$ cat config.mk
export PLATFORM = sky130hd
export DESIGN_NAME = x_micro_scope_readout_flat
export DESIGN_NICKNAME = d
export VERILOG_FILES = /design/src/rtl/x_micro_scope_readout_if.sv /design/src/rtl/x_micro_scope_readout.sv /design/src/flat_wrapper.sv
export SDC_FILE = /design/constraint.sdc
export NUM_CORES = 1
export LEC_CHECK = 0
export ABC_AREA = 1
export BUFFER_PORTS_ARGS = -buffer_cell sky130_fd_sc_hd__clkbuf_2
export CORE_MARGIN = 2
export CORE_UTILIZATION = 59
export CTS_CLUSTER_DIAMETER = 40
export CTS_CLUSTER_SIZE = 30
export DETAILED_ROUTE_END_ITERATION = 6
export PLACE_DENSITY_LB_ADDON = 0.2
export SLEW_MARGIN = 20
export SYNTH_ARGS = -nofsm -noshare
export SYNTH_HDL_FRONTEND = slang
export SYNTH_SLANG_ARGS = --single-unit
$ cat constraint.sdc
create_clock -name i_clk -period 2.8 [get_ports i_clk]
set_input_delay 0.14 -clock i_clk [delete_from_list [all_inputs] [get_ports i_clk]]
set_output_delay 0.14 -clock i_clk [all_outputs]
set_load 0.03 [all_outputs]
$ cat src/rtl/x_micro_scope_readout_if.sv
// Scope RAM control port plus the outgoing TX byte stream.
// The controller side uses the master modport.
interface x_micro_scope_readout_if #(
    parameter int ADDR_W = 11,
    parameter int DATA_W = 32
);
    logic              o_start;
    logic              i_busy;
    logic              o_ren;
    logic [ADDR_W-1:0] o_raddr;
    logic [DATA_W-1:0] i_data;
    logic              o_tx_valid;
    logic [7:0]        o_tx_data;
    logic              i_tx_ready;

    modport master (
        output o_start,
        output o_ren,
        output o_raddr,
        output o_tx_valid,
        output o_tx_data,
        input  i_busy,
        input  i_data,
        input  i_tx_ready
    );

    modport slave (
        input  o_start,
        input  o_ren,
        input  o_raddr,
        input  o_tx_valid,
        input  o_tx_data,
        output i_busy,
        output i_data,
        output i_tx_ready
    );
endinterface

$ cat src/rtl/x_micro_scope_readout.sv
// Capture-and-dump sequencer: one scope capture, then every RAM word as LSB-first bytes.
// Define X_MICRO_SCOPE_READOUT_HDR_EN to prefix the stream with A5 5A ADDR_W.
module x_micro_scope_readout #(
    parameter int ADDR_W = 11,
    parameter int DATA_W = 32
) (
    input  logic i_clk,
    input  logic i_rst,
    input  logic i_arm,
    output logic o_busy,
    output logic o_done,
    x_micro_scope_readout_if.master bus
);

    localparam int NB = DATA_W / 8;
    localparam int BC_W = $clog2(NB) + 2;
    localparam logic [BC_W-1:0] LAST_B = BC_W'(NB - 1);
    localparam logic [ADDR_W-1:0] ADDR_MAX = '1;

    typedef enum logic [3:0] {
        S_IDLE,
        S_START,
        S_WAIT_HI,
        S_WAIT_LO,
`ifdef X_MICRO_SCOPE_READOUT_HDR_EN
        S_HDR,
`endif
        S_READ,
        S_LATCH,
        S_SEND,
        S_DONE
    } state_e;

    state_e            state_q, state_d;
    logic [ADDR_W-1:0] addr_q, addr_d;
    logic [ADDR_W-1:0] raddr_q, raddr_d;
    logic [BC_W-1:0]   bcnt_q, bcnt_d;
    logic [DATA_W-1:0] shift_q, shift_d;

    always_ff @(posedge i_clk or negedge i_rst) begin
        if (!i_rst) begin
            state_q <= S_IDLE;
            addr_q  <= '0;
            raddr_q <= '0;
            bcnt_q  <= '0;
            shift_q <= '0;
        end else begin
            state_q <= state_d;
            addr_q  <= addr_d;
            raddr_q <= raddr_d;
            bcnt_q  <= bcnt_d;
            shift_q <= shift_d;
        end
    end

    // The read address is only live in READ and is held afterwards.
    assign bus.o_raddr = (state_q == S_READ) ? addr_q : raddr_q;
    assign o_busy      = (state_q != S_IDLE);

    always_comb begin
        state_d        = state_q;
        addr_d         = addr_q;
        raddr_d        = raddr_q;
        bcnt_d         = bcnt_q;
        shift_d        = shift_q;
        o_done         = 1'b0;
        bus.o_start    = 1'b0;
        bus.o_ren      = 1'b0;
        bus.o_tx_valid = 1'b0;
        bus.o_tx_data  = 8'h00;

        unique case (state_q)
            S_IDLE: begin
                if (i_arm) state_d = S_START;
            end
            S_START: begin
                bus.o_start = 1'b1;
                state_d     = S_WAIT_HI;
            end
            S_WAIT_HI: begin
                if (bus.i_busy) state_d = S_WAIT_LO;
            end
            S_WAIT_LO: begin
`ifdef X_MICRO_SCOPE_READOUT_HDR_EN
                if (!bus.i_busy) state_d = S_HDR;
`else
                if (!bus.i_busy) state_d = S_READ;
`endif
            end
`ifdef X_MICRO_SCOPE_READOUT_HDR_EN
            S_HDR: begin
                bus.o_tx_valid = 1'b1;
                unique case (bcnt_q)
                    BC_W'(0): bus.o_tx_data = 8'hA5;
                    BC_W'(1): bus.o_tx_data = 8'h5A;
                    default:  bus.o_tx_data = 8'(ADDR_W);
                endcase
                if (bus.i_tx_ready) begin
                    if (bcnt_q == BC_W'(2)) begin
                        bcnt_d  = '0;
                        state_d = S_READ;
                    end else begin
                        bcnt_d = bcnt_q + BC_W'(1);
                    end
                end
            end
`endif
            S_READ: begin
                bus.o_ren = 1'b1;
                raddr_d   = addr_q;
                state_d   = S_LATCH;
            end
            S_LATCH: begin
                shift_d = bus.i_data;
                bcnt_d  = '0;
                state_d = S_SEND;
            end
            S_SEND: begin
                bus.o_tx_valid = 1'b1;
                bus.o_tx_data  = shift_q[7:0];
                if (bus.i_tx_ready) begin
                    shift_d = shift_q >> 8;
                    if (bcnt_q == LAST_B) begin
                        bcnt_d  = '0;
                        addr_d  = addr_q + ADDR_W'(1);
                        state_d = (addr_q == ADDR_MAX) ? S_DONE : S_READ;
                    end else begin
                        bcnt_d = bcnt_q + BC_W'(1);
                    end
                end
            end
            S_DONE: begin
                o_done  = 1'b1;
                addr_d  = '0;
                state_d = S_IDLE;
            end
            default: state_d = S_IDLE;
        endcase
    end

endmodule

$ cat src/flat_wrapper.sv
// flat-port wrapper written by rule: the top's interface ports become plain ports
module x_micro_scope_readout_flat 
#(
    parameter int ADDR_W = 11,
    parameter int DATA_W = 32
)
  (i_clk, i_rst, i_arm, o_busy, o_done, bus_o_start, bus_o_ren, bus_o_raddr, bus_o_tx_valid, bus_o_tx_data, bus_i_busy, bus_i_data, bus_i_tx_ready);
  x_micro_scope_readout_if #(.ADDR_W(ADDR_W), .DATA_W(DATA_W)) bus_i ();
  input  logic i_clk;
  input  logic i_rst;
  input  logic i_arm;
  output logic o_busy;
  output logic o_done;
  output wire logic [$bits(bus_i.o_start)-1:0] bus_o_start;
  output wire logic [$bits(bus_i.o_ren)-1:0] bus_o_ren;
  output wire logic [$bits(bus_i.o_raddr)-1:0] bus_o_raddr;
  output wire logic [$bits(bus_i.o_tx_valid)-1:0] bus_o_tx_valid;
  output wire logic [$bits(bus_i.o_tx_data)-1:0] bus_o_tx_data;
  input wire logic [$bits(bus_i.i_busy)-1:0] bus_i_busy;
  input wire logic [$bits(bus_i.i_data)-1:0] bus_i_data;
  input wire logic [$bits(bus_i.i_tx_ready)-1:0] bus_i_tx_ready;
  assign bus_o_start = bus_i.o_start;
  assign bus_o_ren = bus_i.o_ren;
  assign bus_o_raddr = bus_i.o_raddr;
  assign bus_o_tx_valid = bus_i.o_tx_valid;
  assign bus_o_tx_data = bus_i.o_tx_data;
  assign bus_i.i_busy = bus_i_busy;
  assign bus_i.i_data = bus_i_data;
  assign bus_i.i_tx_ready = bus_i_tx_ready;
  x_micro_scope_readout #(.ADDR_W(ADDR_W), .DATA_W(DATA_W)) u_core (.i_clk(i_clk), .i_rst(i_rst), .i_arm(i_arm), .o_busy(o_busy), .o_done(o_done), .bus(bus_i));
endmodule
* After elaboration in Yosys (flattened, before gate mapping)
Cells that the tools add are included. W data, S select, Z words.
Word-level totals: flip-flop bits (word level) 62, bits in latches 0, memory bits (writable) 0, bits in read-only memories 0, bits of input ports 37, output and inout port bits 24, logic and storage cells 49, memories kept 0
Cells by class: $add $sub $neg 2, multiply operators 0, divide/modulo/power cells 0, order comparisons 0, equality and inequality tests 14, shift operators 0, muxes and demuxes 21, bitwise logic cells 0, reduce and logical (&&, ||, !) cells 7
Operators with widths (count):
- $pmux W32 S2 | 1
- $mux W11 | 3
- $mux W32 | 1
- $mux W4 | 7
- $pmux W4 S7 | 1
- $pmux W11 S2 | 1
- $eq A4 B3 Y1 const B | 4
- $eq A4 B2 Y1 const B | 3
- $add A11 B1 Y11 const B | 1
- $eq A11 B11 Y1 const B | 1
- $mux W8 | 1
- $ne A2 B2 Y1 const B | 4
- $pmux W4 S2 | 1
- $reduce_and A5 Y1 | 1
- $add A4 B1 Y4 const B | 1
- $eq A4 B1 Y1 const B | 1
- $logic_not A4 Y1 | 1
- $mux W1 | 4
- $reduce_bool A2 Y1 | 2
- $reduce_bool A4 Y1 | 1
- $reduce_and A3 Y1 | 1
- $mux W2 | 1
- $ne A2 B1 Y1 const B | 1
- $reduce_and A2 Y1 | 1

* Logic depth before layout (Yosys ltp)
word-level depth 5, depth in mapped cells 9, mapped depth without buffers 7

* Worst setup path before layout
No wires, ideal clock.
path kind register -> register, start register u_core.state_q[0], end register u_core.raddr_q[1], library setup time 0.207 ns, arrival 1.749 ns, required time 2.593 ns, setup slack 0.845 ns, stages on the path, launching flop included 6, buffers on the path 2, period minus slack after synthesis 1.955 ns, cell sequence dfrtp_1 -> buf_2 -> nor2_1 -> nand2_1 -> clkbuf_1 -> o21ai_0
Between the ends: word-level cells in the longest chain between the ends 2
Ends and longest elaborated chain:
- start, declared | RTL line x_micro_scope_readout.sv:34 | state_e state_q, state_d;
- start signal, assigned | RTL line x_micro_scope_readout.sv:48 | state_q <= state_d;
- $eq A4 B3 Y1
- $mux W11
- named net bus_o_raddr[1] | RTL line flat_wrapper.sv:16 | output wire logic [$bits(bus_i.o_raddr)-1:0] bus_o_raddr;
- end signal, assigned | RTL line x_micro_scope_readout.sv:50 | raddr_q <= raddr_d;
- end, declared | RTL line x_micro_scope_readout.sv:36 | logic [ADDR_W-1:0] raddr_q, raddr_d;
The timed path passes the listed nets, and every way through them passes these cells. A chain may end at the register's enable or synchronous reset.

* Final worst setup path
start register u_core.state_q[0], end output port bus_o_raddr[1]
Between the ends: word-level cells in the longest chain between the ends 2
Ends and longest elaborated chain:
- $eq A4 B3 Y1 | RTL line x_micro_scope_readout.sv:57 | assign bus.o_raddr = (state_q == S_READ) ? addr_q : raddr_q;
- $mux W11 | RTL line x_micro_scope_readout.sv:57
- end, declared | RTL line flat_wrapper.sv:16
Every way passes these cells.

==> metrics <==
Max-slew headroom=0.505; Max FO, Critical Path=25; PnR Total Power=2.98 mW; die height=75.8 um; Worst Path Class, Setup=register to output pin; ys async rst share=1.00; cell row count=26; commonest cells after routing, fill and taps aside=78 x nand2_1, 61 x dfrtp_1, 60 x inv_1, 60 x clkbuf_2, 55 x o21ai_0; cell count after synthesis=378; TritonCTS Sinks=61; routability cong.=0.848; Diodes inserted=0; Least-Margin Pin Slew=0.743 ns; Post-DP HPWL=4.45 mm; Synth Area per Inst=8.06 um^2; total global routing overflow=0; crit start category=register; Bufs on Longest Clock Path=2; Routed Antenna Nets=0; drt first pass iters=4; synthesis-stage register bit count=61; first-pass GRT wire length=10.1 mm; Final TNS setup=0 ns; fillers=410; Distinct cells, synth=26; Leak Pwr=1.73 nW; Ports=61; Port Buffers=60; total clock buffers created by CTS=9; RSZ-0062 raised after global routing=false; Tmin final=2.39 ns; Synth Warn #=0; sw power=1.18 mW; Max Fclk=418 MHz; Required @ worst endpoint=2.66 ns; # Max-Cap Violations=0; Routed WL=6.50 mm; # nets final=472; fraction of layout cells with a size suffix above 1=0.185; vias in the first global route=2422; CP Data Arrival Time=2.25 ns; met3 Usage GRT=0.0714; largest net degree at the start of global routing=72; met1 usage=0.281; drt wl/cell=12.8 um; sequential power share=0.432; Max rail drop VDD=455 uV; # H-tree levels=3; Total GRT Usage=0.235; endpoints failing setup=0; Die ar.=5750 um^2; net switching share of the total power=0.396; Worst Hold Class=input pin to register; EDFF count, synth=0; Via density=5.32; Most Used Layer, Global Route=met2; Worst-Skew Late Latency=0.33 ns; CTS root buffer=clkbuf_8; Slew Viols, Final=0; area grow syn2layout=15.4%; # Post-CTS Setup Buffers=0; CP endpoint kind=output pin; met2 usage=0.388; Multi-input gate area=1180 um^2; detailed-route DRC error count=0; status=finished clean; Worst Clk Skew=0.00556 ns; commonest non-fill, non-tap cell in the layout=nand2_1; Main synth FF type=dfrtp_1; endpoints failing hold=0; sequential-to-total area share from yosys stat=0.501; First DRT Iteration DRCs=158; Final period util=0.855; Logic pwr share=0.345; cell internal pwr=1.80 mW; Hold Buf Count CTS=1; clock power share=0.224; clock-pin slew on the worst setup and hold paths=0.07 ns; die width=75.8 um; Vias=2697; post-CTS sizing=0; Syn Nets=417; synthesized area=3050 um^2; CTS tree=done; floorplan core area=5040 um^2; initial antenna violation count=0; initial core utilization=0.604; FF+latch area=1530 um^2; Pwr Density=848 nW/um^2
==> cell usage after synthesis (2+ instances only) <==
library cell / instances / area (um^2)
dfrtp_1: 61 / 1530
a21oi_1: 6 / 30.0
nand4_1: 10 / 62.6
ha_1: 2 / 25.0
o21ai_0: 55 / 275
nand2_1: 78 / 293
inv_1: 60 / 225
nand2_2: 2 / 12.5
o211ai_1: 24 / 180
nand3_1: 28 / 140
buf_4: 4 / 30.0
buf_2: 11 / 55.1
nor2_1: 24 / 90.1
==> through the flow <==
stage                     cells  setup slack [ns]  cell area [um^2]  hold WS [ns]   util
after floorplan             378             0.845              3050        -0.156      -
after global placement      491             0.877              3340         0.341  0.662
after detailed placement    491             0.778              3340         0.338  0.662
after CTS                   507             0.409              3520        0.0335  0.697
after global routing        507             0.164              3520        0.0430  0.697
final                       507             0.407              3520        0.0412  0.697
==> final cells by class <==
| type | instances | area share |
|---|---|---|
| clock buffers | 11 | 0.0402 |
| clock inverters | 4 | 0.00712 |
| multi-input cells | 237 | 0.336 |
| inverters | 61 | 0.0651 |
| well taps | 70 | 0.0249 |
| repair buffers | 63 | 0.0925 |
| flip-flops and latches | 61 | 0.434 |
==> final timing paths <==
kind | from | slack [ns] | end | cells after the start
setup reg to reg | u_core.state_q[1]$_DFFE_PN0P_ | 0.96 | u_core.state_q[1]$_DFFE_PN0P_ | 7
max in group asynchronous | i_rst | 1.82 | u_core.shift_q[31]$_DFFE_PN0P_ | 3
setup / recovery | u_core.state_q[0]$_DFFE_PN0P_ | 0.41 | bus_o_raddr[1] | 4
min in group asynchronous | i_rst | 0.49 | u_core.shift_q[4]$_DFFE_PN0P_ | 3
hold / removal | bus_i_data[27] | 0.04 | u_core.shift_q[27]$_DFFE_PN0P_ | 3
hold reg to reg | u_core.raddr_q[0]$_DFF_PN0_ | 0.50 | u_core.raddr_q[0]$_DFF_PN0_ | 2
==> flip-flops by register name (all words and copies together) (netlist names) <==
signal / flops
u_core.state_q: 3
u_core.raddr_q: 11
u_core.shift_q: 32
u_core.addr_q: 11
u_core.bcnt_q: 4
==> cell families after synthesis <==
| family | after synthesis | synth area share |
|---|---|---|
| buffers and inverters | 80 | 0.111 |
| AOI/OAI and AO/OA | 87 | 0.164 |
| xor gates and xnor gates | 1 | 0.00288 |
| and+or+nand+nor | 147 | 0.213 |
| DFF | 61 | 0.501 |
| adders and majority gates | 2 | 0.00822 |
==> power by group through the flow <==
| stage | Sequential [mW] | Clock (mW) | Combinational, mW |
|---|---|---|---|
| floorplan | 1.24 | 0 | 0.850 |
| global placement | 1.29 | 0 | 0.988 |
| detailed placement | 1.30 | 0 | 1.03 |
| CTS | 1.29 | 0.681 | 1.04 |
| global route | 1.32 | 0.718 | 1.18 |
| finish | 1.29 | 0.667 | 1.03 |
==> critical path, cell delays in order (launching register included) <==
cell      delay (ns)
dfrtp_1         0.50
nor2_1          0.24
nand2_1         0.46
o21ai_0         0.44
clkbuf_2        0.27
==> per-layer routing <==
metal / vias up / wire, um
met1: 1259 / 2910
li1: 1342 / -
met4: 0 / 178
met2: 76 / 3070
met3: 20 / 347
met5: - / 0
(Power assumes the default switching activity.)
